===== src/rtl/afe_spi_master.sv =====
// rtl/afe_spi_master.sv - dual-device AFE SPI write master with LE latch pulse
// Optional one-entry command holding register enabled by defining AFE_SPI_QUEUE_EN.
module afe_spi_master #(
  parameter int CLK_DIVISOR = 25,
  parameter int WORD_WIDTH  = 24,
  parameter int LE_TICKS    = 2
) (
  input  logic        sysClk,
  input  logic        sysReset_n,
  input  logic [31:0] sysGPIO_OUT,
  input  logic        csrStrobe,
  output logic [31:0] status,
  output logic [1:0]  AFE_SPI_CLK,
  output logic [1:0]  AFE_SPI_SDI,
  output logic [1:0]  AFE_SPI_LE
);

  typedef enum logic [1:0] {IDLE, SHIFT, LATCH, GAP} state_t;

  state_t                state, state_nx;
  logic [7:0]            div_cnt;
  logic [7:0]            hp_cnt;
  logic                  tick, busy, accept, reload, store, drop;
  logic                  sclk_r, dev_sel, overrun, pending;
  logic [WORD_WIDTH-1:0] shift_reg, load_data;
  logic                  load_sel;
  logic [23:0]           last_word;
  logic                  sclk_bit, sdi_bit, le_bit;
  logic                  unused_cmd_bits;

  assign unused_cmd_bits = ^sysGPIO_OUT[30:WORD_WIDTH];

  assign busy = (state != IDLE);
  assign tick = busy && (div_cnt == 8'(CLK_DIVISOR - 1));

`ifdef AFE_SPI_QUEUE_EN
  logic [WORD_WIDTH-1:0] hold_data;
  logic                  hold_sel;

  // A command parked while busy is launched straight out of GAP; the IDLE term
  // covers a command parked on the very cycle the FSM dropped back to IDLE.
  assign reload    = pending && ((state == IDLE) || ((state == GAP) && tick));
  assign store     = csrStrobe && busy && !pending;
  assign load_data = reload ? hold_data : sysGPIO_OUT[WORD_WIDTH-1:0];
  assign load_sel  = reload ? hold_sel : sysGPIO_OUT[31];

  always_ff @(posedge sysClk or negedge sysReset_n) begin
    if (!sysReset_n) begin
      pending   <= 1'b0;
      hold_data <= '0;
      hold_sel  <= 1'b0;
    end else if (store) begin
      pending   <= 1'b1;
      hold_data <= sysGPIO_OUT[WORD_WIDTH-1:0];
      hold_sel  <= sysGPIO_OUT[31];
    end else if (reload) begin
      pending   <= 1'b0;
    end
  end
`else
  assign reload    = 1'b0;
  assign store     = 1'b0;
  assign pending   = 1'b0;
  assign load_data = sysGPIO_OUT[WORD_WIDTH-1:0];
  assign load_sel  = sysGPIO_OUT[31];
`endif

  assign accept = (state == IDLE) && csrStrobe && !pending;
  assign drop   = csrStrobe && !accept && !store;

  always_ff @(posedge sysClk or negedge sysReset_n) begin
    if (!sysReset_n) state <= IDLE;
    else             state <= state_nx;
  end

  always_comb begin
    state_nx = state;
    case (state)
      IDLE:  if (accept || reload) state_nx = SHIFT;
      SHIFT: if (tick && (hp_cnt == 8'(2 * WORD_WIDTH - 1))) state_nx = LATCH;
      LATCH: if (tick && (hp_cnt == 8'(LE_TICKS - 1))) state_nx = GAP;
      GAP:   if (tick) state_nx = reload ? SHIFT : IDLE;
      default: state_nx = IDLE;
    endcase
  end

  always_ff @(posedge sysClk or negedge sysReset_n) begin
    if (!sysReset_n) begin
      div_cnt   <= '0;
      hp_cnt    <= '0;
      sclk_r    <= 1'b0;
      dev_sel   <= 1'b0;
      overrun   <= 1'b0;
      shift_reg <= '0;
      last_word <= '0;
    end else begin
      div_cnt <= (!busy || tick) ? 8'd0 : div_cnt + 8'd1;

      // Half-period count restarts on every state change so each phase counts from zero.
      if (!busy || (tick && (state_nx != state))) hp_cnt <= '0;
      else if (tick)                              hp_cnt <= hp_cnt + 8'd1;

      if (accept || reload) begin
        shift_reg <= load_data;
        dev_sel   <= load_sel;
        last_word <= 24'(load_data);
        sclk_r    <= 1'b0;
      end else if ((state == SHIFT) && tick) begin
        sclk_r <= ~sclk_r;
        // Advance data only on the falling transition so SDI is stable at every rise.
        if (sclk_r) shift_reg <= {shift_reg[WORD_WIDTH-2:0], 1'b0};
      end

      if (accept)    overrun <= 1'b0;
      else if (drop) overrun <= 1'b1;
    end
  end

  assign sclk_bit = sclk_r;
  assign sdi_bit  = (state == SHIFT) && shift_reg[WORD_WIDTH-1];
  assign le_bit   = (state == LATCH);

  assign AFE_SPI_CLK = dev_sel ? {sclk_bit, 1'b0} : {1'b0, sclk_bit};
  assign AFE_SPI_SDI = dev_sel ? {sdi_bit, 1'b0}  : {1'b0, sdi_bit};
  assign AFE_SPI_LE  = dev_sel ? {le_bit, 1'b0}   : {1'b0, le_bit};

  assign status = {busy, overrun, pending, 5'b0, last_word};

endmodule


===== config.mk =====
export PLATFORM = sky130hd
export DESIGN_NAME = afe_spi_master
export DESIGN_NICKNAME = d
export VERILOG_FILES = /design/src/rtl/afe_spi_master.sv
export SDC_FILE = /design/constraint.sdc
export NUM_CORES = 1
export LEC_CHECK = 0
export CAP_MARGIN = 10
export CORE_MARGIN = 2
export CORE_UTILIZATION = 45
export DETAILED_ROUTE_END_ITERATION = 8
export GPL_ROUTABILITY_DRIVEN = 0
export PLACE_DENSITY = 0.85
export SLEW_MARGIN = 20
export SYNTH_ARGS = -nofsm -noshare
export SYNTH_HDL_FRONTEND = slang
export SYNTH_SLANG_ARGS = --single-unit

===== constraint.sdc =====
create_clock -name sysClk -period 2.2 [get_ports sysClk]
set_clock_uncertainty 0.2 [all_clocks]
set_input_delay 0.44 -clock sysClk [delete_from_list [all_inputs] [get_ports sysClk]]
set_output_delay 0.44 -clock sysClk [all_outputs]
set_load 0.05 [all_outputs]

==> results of run 1 <==
-- where the power goes --
group | switching, mW | internal (mW)
clock network | 0.483 | 0.636
registers | 0.0000000000000000211 | 1.27
logic | 0.0614 | 0.0478
-- worst min path at each step --
stage	to	depth (start not counted)	from
6_report	last_word[10]$_DFFE_PN0P_	2	last_word[10]$_DFFE_PN0P_
5_1_grt	last_word[9]$_DFFE_PN0P_	2	last_word[9]$_DFFE_PN0P_
4_1_cts	last_word[10]$_DFFE_PN0P_	2	last_word[10]$_DFFE_PN0P_
3_5_place_dp	last_word[10]$_DFFE_PN0P_	2	last_word[10]$_DFFE_PN0P_
3_3_place_gp	last_word[22]$_DFFE_PN0P_	2	last_word[22]$_DFFE_PN0P_
2_1_floorplan	dev_sel$_DFFE_PN0P_	0	sysReset_n
-- layout make-up --
cell class,instances,area [um2],share of cell area
Clock buffer,10,127.6,0.03067
Clock inverter,6,87.58,0.02105
Inverter,7,26.28,0.006314
Multi-Input combinational cell,270,1340,0.3220
Sequential cell,69,1729,0.4155
Tap cell,96,120.1,0.02886
Timing Repair Buffer,69,730.7,0.1756
-- repair_timing --
item	4_1_cts	5_1_grt
resized for setup	0	14
endpoints found under the setup margin	0	17
endpoints found under the hold margin	23	0
hold buffers	1	0
-- through the flow --
stage                     cells    util  setup slack (ns)
after floorplan             372       -            0.1093
after global placement      510  0.5679            0.2089
after detailed placement    510  0.5679            0.1234
after CTS                   527  0.6007         0.0005923
after global routing        527  0.6058          0.001252
final                       527  0.6058           0.05261
-- cell usage in the layout, fill, tap and decap left out, types with 2 or more instances in the layout --
cell type and instances:
nor3_1 2, dfrtp_1 67, or3_1 6, clkinvlp_4 3, nor2_1 40, buf_12 6, nand2_2 2, xor2_1 4
dlymetal6s2s_1 8, a21oi_1 23, conb_1 6, ha_1 4, a22oi_1 6, and4_1 3, nand3_1 8, clkbuf_8 9
a31oi_1 12, xnor2_1 4, dfrtp_2 2, inv_1 7, nand2_1 117, bufinv_16 2, o21ai_2 2, and2_1 2
clkdlybuf4s50_1 39, o21ai_0 10, buf_4 14, nand4_1 4
-- cells by family (layout without fill, tap and decap cells) --
logic type	count (synthesis)	after routing	share of synthesized area
compound gates	58	58	0.1063
xor+xnor	8	8	0.02172
fa+ha+maj	4	4	0.01552
buf+inv	33	92	0.05974
flops	69	69	0.5353
other cells	1	6	0.001163
simple gates	194	194	0.2603
-- layer usage --
layer / GRT usage / wire length [um] / up-vias
met5: 0 / 0 / -
met3: 0.05224 / 416 / 18
met4: 0.09642 / 162 / 0
met1: 0.2426 / 2991 / 1316
met2: 0.3270 / 3568 / 90
li1: - / - / 1318
==> reports/metrics.cfg, run 1 <==
[status]
status=finished clean

[critical_path]
cp.required_ns=1.56
path_max_fanout=2
critPathArrivalTime_ns=1.51
endpoint=status[2]
critical_path.max_stage_delay_ns=0.81
endpoint_kind=output port
startpoint=last_word[2]$_DFFE_PN0P_
path_buf_inv=1
slowest_stage=clkdlybuf4s50_1
reg2reg_to=shift_reg[17]$_DFFE_PN0P_
rrSetupSlack_ns=0.20
cp_cell_sequence=clkdlybuf4s50_1
r2r_cells=7
worstSetupPathType=flip-flop to output port
cp.depth=1
start_kind=flip-flop
r2r_start=div_cnt[0]$_DFF_PN0_
path_delay_family=buffers and inverters

[yosys]
ys_async_sr_fraction=1.000
avgSynthCellArea_um2=8.789
synth_area_leaders=dfrtp_1 (54%), nand2_1 (14%), nor2_1 (4.8%), a21oi_1 (3.6%), buf_4 (2.6%)
yosys.area.top_type=dfrtp_1
yosys.area.top_type_share=0.5353
yosys_warnings=0
yosysMostFrequentCell=nand2_1
ys.flop_type=dfrtp_1
seq_area_frac_synth=0.5353
synth.distinct_cells=37
syn-cell-area_um2=3226
synth_edf_count=0
ys_ff_latch=69
syn_inst=367
synth_commonest_cells=nand2_1 (118), dfrtp_1 (69), nor2_1 (41)

[clock_tree]
clk_pin_slew_ns=0.08
cts_tree=yes
cts_num_sinks=69
worstSkewPairLatency_ns=0.34
post_cts_buffers=0
cts-root-buf=clkbuf_8
cts_buffers=9
htreeDepth=3
clockBufferDepth=2

[detailed_routing]
drcViolationCount=0
vias=2742
postRouteAntennaNets=0
wl_per_cell_um=13.55
drt_iter0_drc=175
firstDrtPassIters=4
vias_per_cell=5.203
wl_mm=7.139

[sta]
maxSlewViolCount=0
worst_slew_pin_slew_ns=0.6361
max-slew-margin-rel=0.5727
rsz0062_at_grt=no
period_share=0.9761
fin_setup_tns_ns=0
period_minus_slack_ns=2.147
hold_viol_final=0
hold_slack_ns=0.2780
fmax_ghz=0.4657
setup_viol=0

[floorplan]
core_area_um2=6869
floorplan.initialDensity=0.4696
fp.dieW_um=88.67
dieHeight_um=88.67
num_io_pins=73
die_area_um2=7861
rows=30

[power]
power_mw=2.495
ir_worst_vdd_v=0.0003567
p_per_area_nw_per_um2=599.6
p_leak_nw=2.140

[run]
cap_violations=0

[finish]
stdcell_area_um2=4161
drive_gt1_frac=0.1137
synthToLayoutAreaGrowth_pct=29.01
fill_cells=608
final_net_count=465
antenna_cells=0

[placement]
port_buffers=59
place_hpwl_mm=4.694
place_area_um2=3901

[global_routing]
grt_pass1_vias=2735
grt_pass1_wl_mm=12.09
antenna_found_initial=0
globalRouteTotalUtil=0.1987
grt_max_degree=61
grt_overflow=0

[hold_path]
hold_class=flip-flop to flip-flop

Power figures use the tool's default switching activity.
==> run 2, diff against run 1 <==
--- a/config.mk
+++ b/config.mk
@@ -8,3 +8,3 @@
 export CAP_MARGIN = 10
-export CORE_MARGIN = 2
+export CORE_MARGIN = 3
 export CORE_UTILIZATION = 45
==> constraint.sdc (replaced) <==
create_clock -name sysClk -period 2.2 [get_ports sysClk]
set_clock_uncertainty 0.2 [all_clocks]
set_input_delay 0.55 -clock sysClk [delete_from_list [all_inputs] [get_ports sysClk]]
set_output_delay 0.55 -clock sysClk [all_outputs]
set_load 0.05 [all_outputs]
==> run 2 against run 1 <==
Against the previous run: sequential power about the same; non-clock buffer count unchanged; combinational power down 4%; core utilization down 0.87 points; count of clock-buffer cells in the layout unchanged; register-to-register slack about the same; critical endpoint is now AFE_SPI_SDI[0]; first-iteration DRC count down 41%; largest power group unchanged; die area up 4.6%; highest routed layer unchanged; critical path type unchanged.
==> reports/metrics.cfg, run 2 (synthesis results as in run 1) <==
[status]
status=finished clean

[global_routing]
use_met1=0.1978
grtUsageMet2=0.3064
antenna_found_initial=0
met3_usage=0.05000
globalRouteTotalUtil=0.1734
grt_pass1_vias=2665
grt_pass1_wl_mm=11.63
grt_max_degree=70
grt.busiest_layer=met2
grt_overflow=0

[finish]
final_net_count=465
synthToLayoutAreaGrowth_pct=27.15
drive_gt1_frac=0.1671
fin_cells=527
final_common_cell=nand2_1
layout_common_cells=nand2_1 (117), dfrtp_1 (67), nor2_1 (39)
antenna_cells=0

[detailed_routing]
vias=2640
vias_per_cell=5.009
drt_iter0_drc=103
wl_per_cell_um=12.43
wl_mm=6.550
postRouteAntennaNets=0
drcViolationCount=0
firstDrtPassIters=4

[run]
cap_violations=0

[clock_tree]
clockBufferDepth=2
htreeDepth=3
clk_pin_slew_ns=0.07
cts_tree=yes
worstSkewPairLatency_ns=0.33
cts-root-buf=clkbuf_8
cts_buffers=9
cts_num_sinks=69

[floorplan]
num_io_pins=73
dieHeight_um=90.67
rows=30
floorplan.initialDensity=0.4696
die_area_um2=8220
core_area_um2=6869
fp.dieW_um=90.67

[critical_path]
rrSetupSlack_ns=0.20
path_max_fanout=9
critPathArrivalTime_ns=1.35
start_kind=flip-flop
endpoint_kind=output port
worstSetupPathType=flip-flop to output port
cp.required_ns=1.45
r2r_cells=6
reg2reg_to=state[1]$_DFF_PN0_
r2r_start=div_cnt[0]$_DFF_PN0_

[placement]
port_buffers=59
post-place-ws_ns=0.1410
place_hpwl_mm=4.489
dp_cells=510

[sta]
fmax_ghz=0.4756
maxSlewViolCount=0
setup_viol=0
period_minus_slack_ns=2.103
period_share=0.9558
worst_slack_ns=0.09733
max-slew-margin-rel=0.6718
rsz0062_at_grt=no
hold_viol_final=0
worst_slew_pin_slew_ns=0.4886

[power]
p_per_area_nw_per_um2=603.4
p_leak_nw=2.050
power_mw=2.475
ir_worst_vdd_v=0.0003097

[hold_path]
hold_class=input pin to async pin

-- run 2: cell count changes in the layout (fill, tap and decap cells not counted), moves of 2 or more --
cell	previous run	this run
buf_4	14	35
clkdlybuf4s50_1	39	26
clkinv_4	0	2
clkinvlp_4	3	0
dlymetal6s2s_1	8	0
-- run 2: timing repair --
item,CTS,global route
hold buffers,0,0
gates resized for setup,2,5
endpoints found under the setup margin,3,10
buffers inserted,0,1
-- run 2: power breakdown --
part / switching [mW] / leakage, nW / internal [mW] / total [mW]
logic: 0.0599 / 1.12 / 0.0456 / 0.105
registers: 0.0000000000000000255 / 0.819 / 1.27 / 1.27
clock network: 0.463 / 0.110 / 0.639 / 1.10
-- run 2: worst max path at each step --
| stage | cells after the start | slack (ns) | from | endpoint |
|---|---|---|---|---|
| global placement | 5 | 0.16 | csrStrobe | shift_reg[5]$_DFFE_PN0P_ |
| finish | 4 | 0.1 | state[1]$_DFF_PN0_ | AFE_SPI_SDI[0] |
| CTS | 4 | 0.02 | state[1]$_DFF_PN0_ | AFE_SPI_SDI[1] |
| floorplan | 4 | -0.0007 | state[1]$_DFF_PN0_ | AFE_SPI_SDI[0] |
| global route | 7 | 0.02 | div_cnt[0]$_DFF_PN0_ | shift_reg[2]$_DFFE_PN0P_ |
| detailed placement | 5 | 0.14 | csrStrobe | shift_reg[10]$_DFFE_PN0P_ |
-- run 2: final cells by class --
| class | instances | area (um2) |
|---|---|---|
| inverter | 7 | 26.28 |
| timing repair buffer | 69 | 668.1 |
| sequential | 69 | 1729 |
| fill | 625 | 2768 |
| clock inverter | 6 | 87.58 |
| multi-input combinational | 270 | 1343 |
| tap | 96 | 120.1 |
| clock buffer | 10 | 127.6 |
-- run 2: per-layer routing --
layer | share of wire | vias to the layer above
met5 | 0 | -
met4 | 0.014 | 0
met1 | 0.44 | 1262
met3 | 0.042 | 5
met2 | 0.51 | 48
li1 | - | 1325
-- run 2: metrics by stage --
stage / hold slack, ns / setup TNS (ns) / utilization / cell area (um2)
after CTS: 0.03076 / 0 / 0.5938 / 4079
final: 0.02487 / 0 / 0.5971 / 4101
after global routing: 0.04738 / 0 / 0.5971 / 4101
after detailed placement: 0.2635 / 0 / 0.5621 / 3861
after floorplan: 0.05441 / -0.001438 / - / 3244
after global placement: 0.2610 / 0 / 0.5621 / 3861
-- run 2: worst max-delay path: stages (launching register included) --
cell	delay, ns
dfrtp_2	0.48
nor2b_2	0.15
nand2_1	0.11
nor2_2	0.14
buf_12	0.15
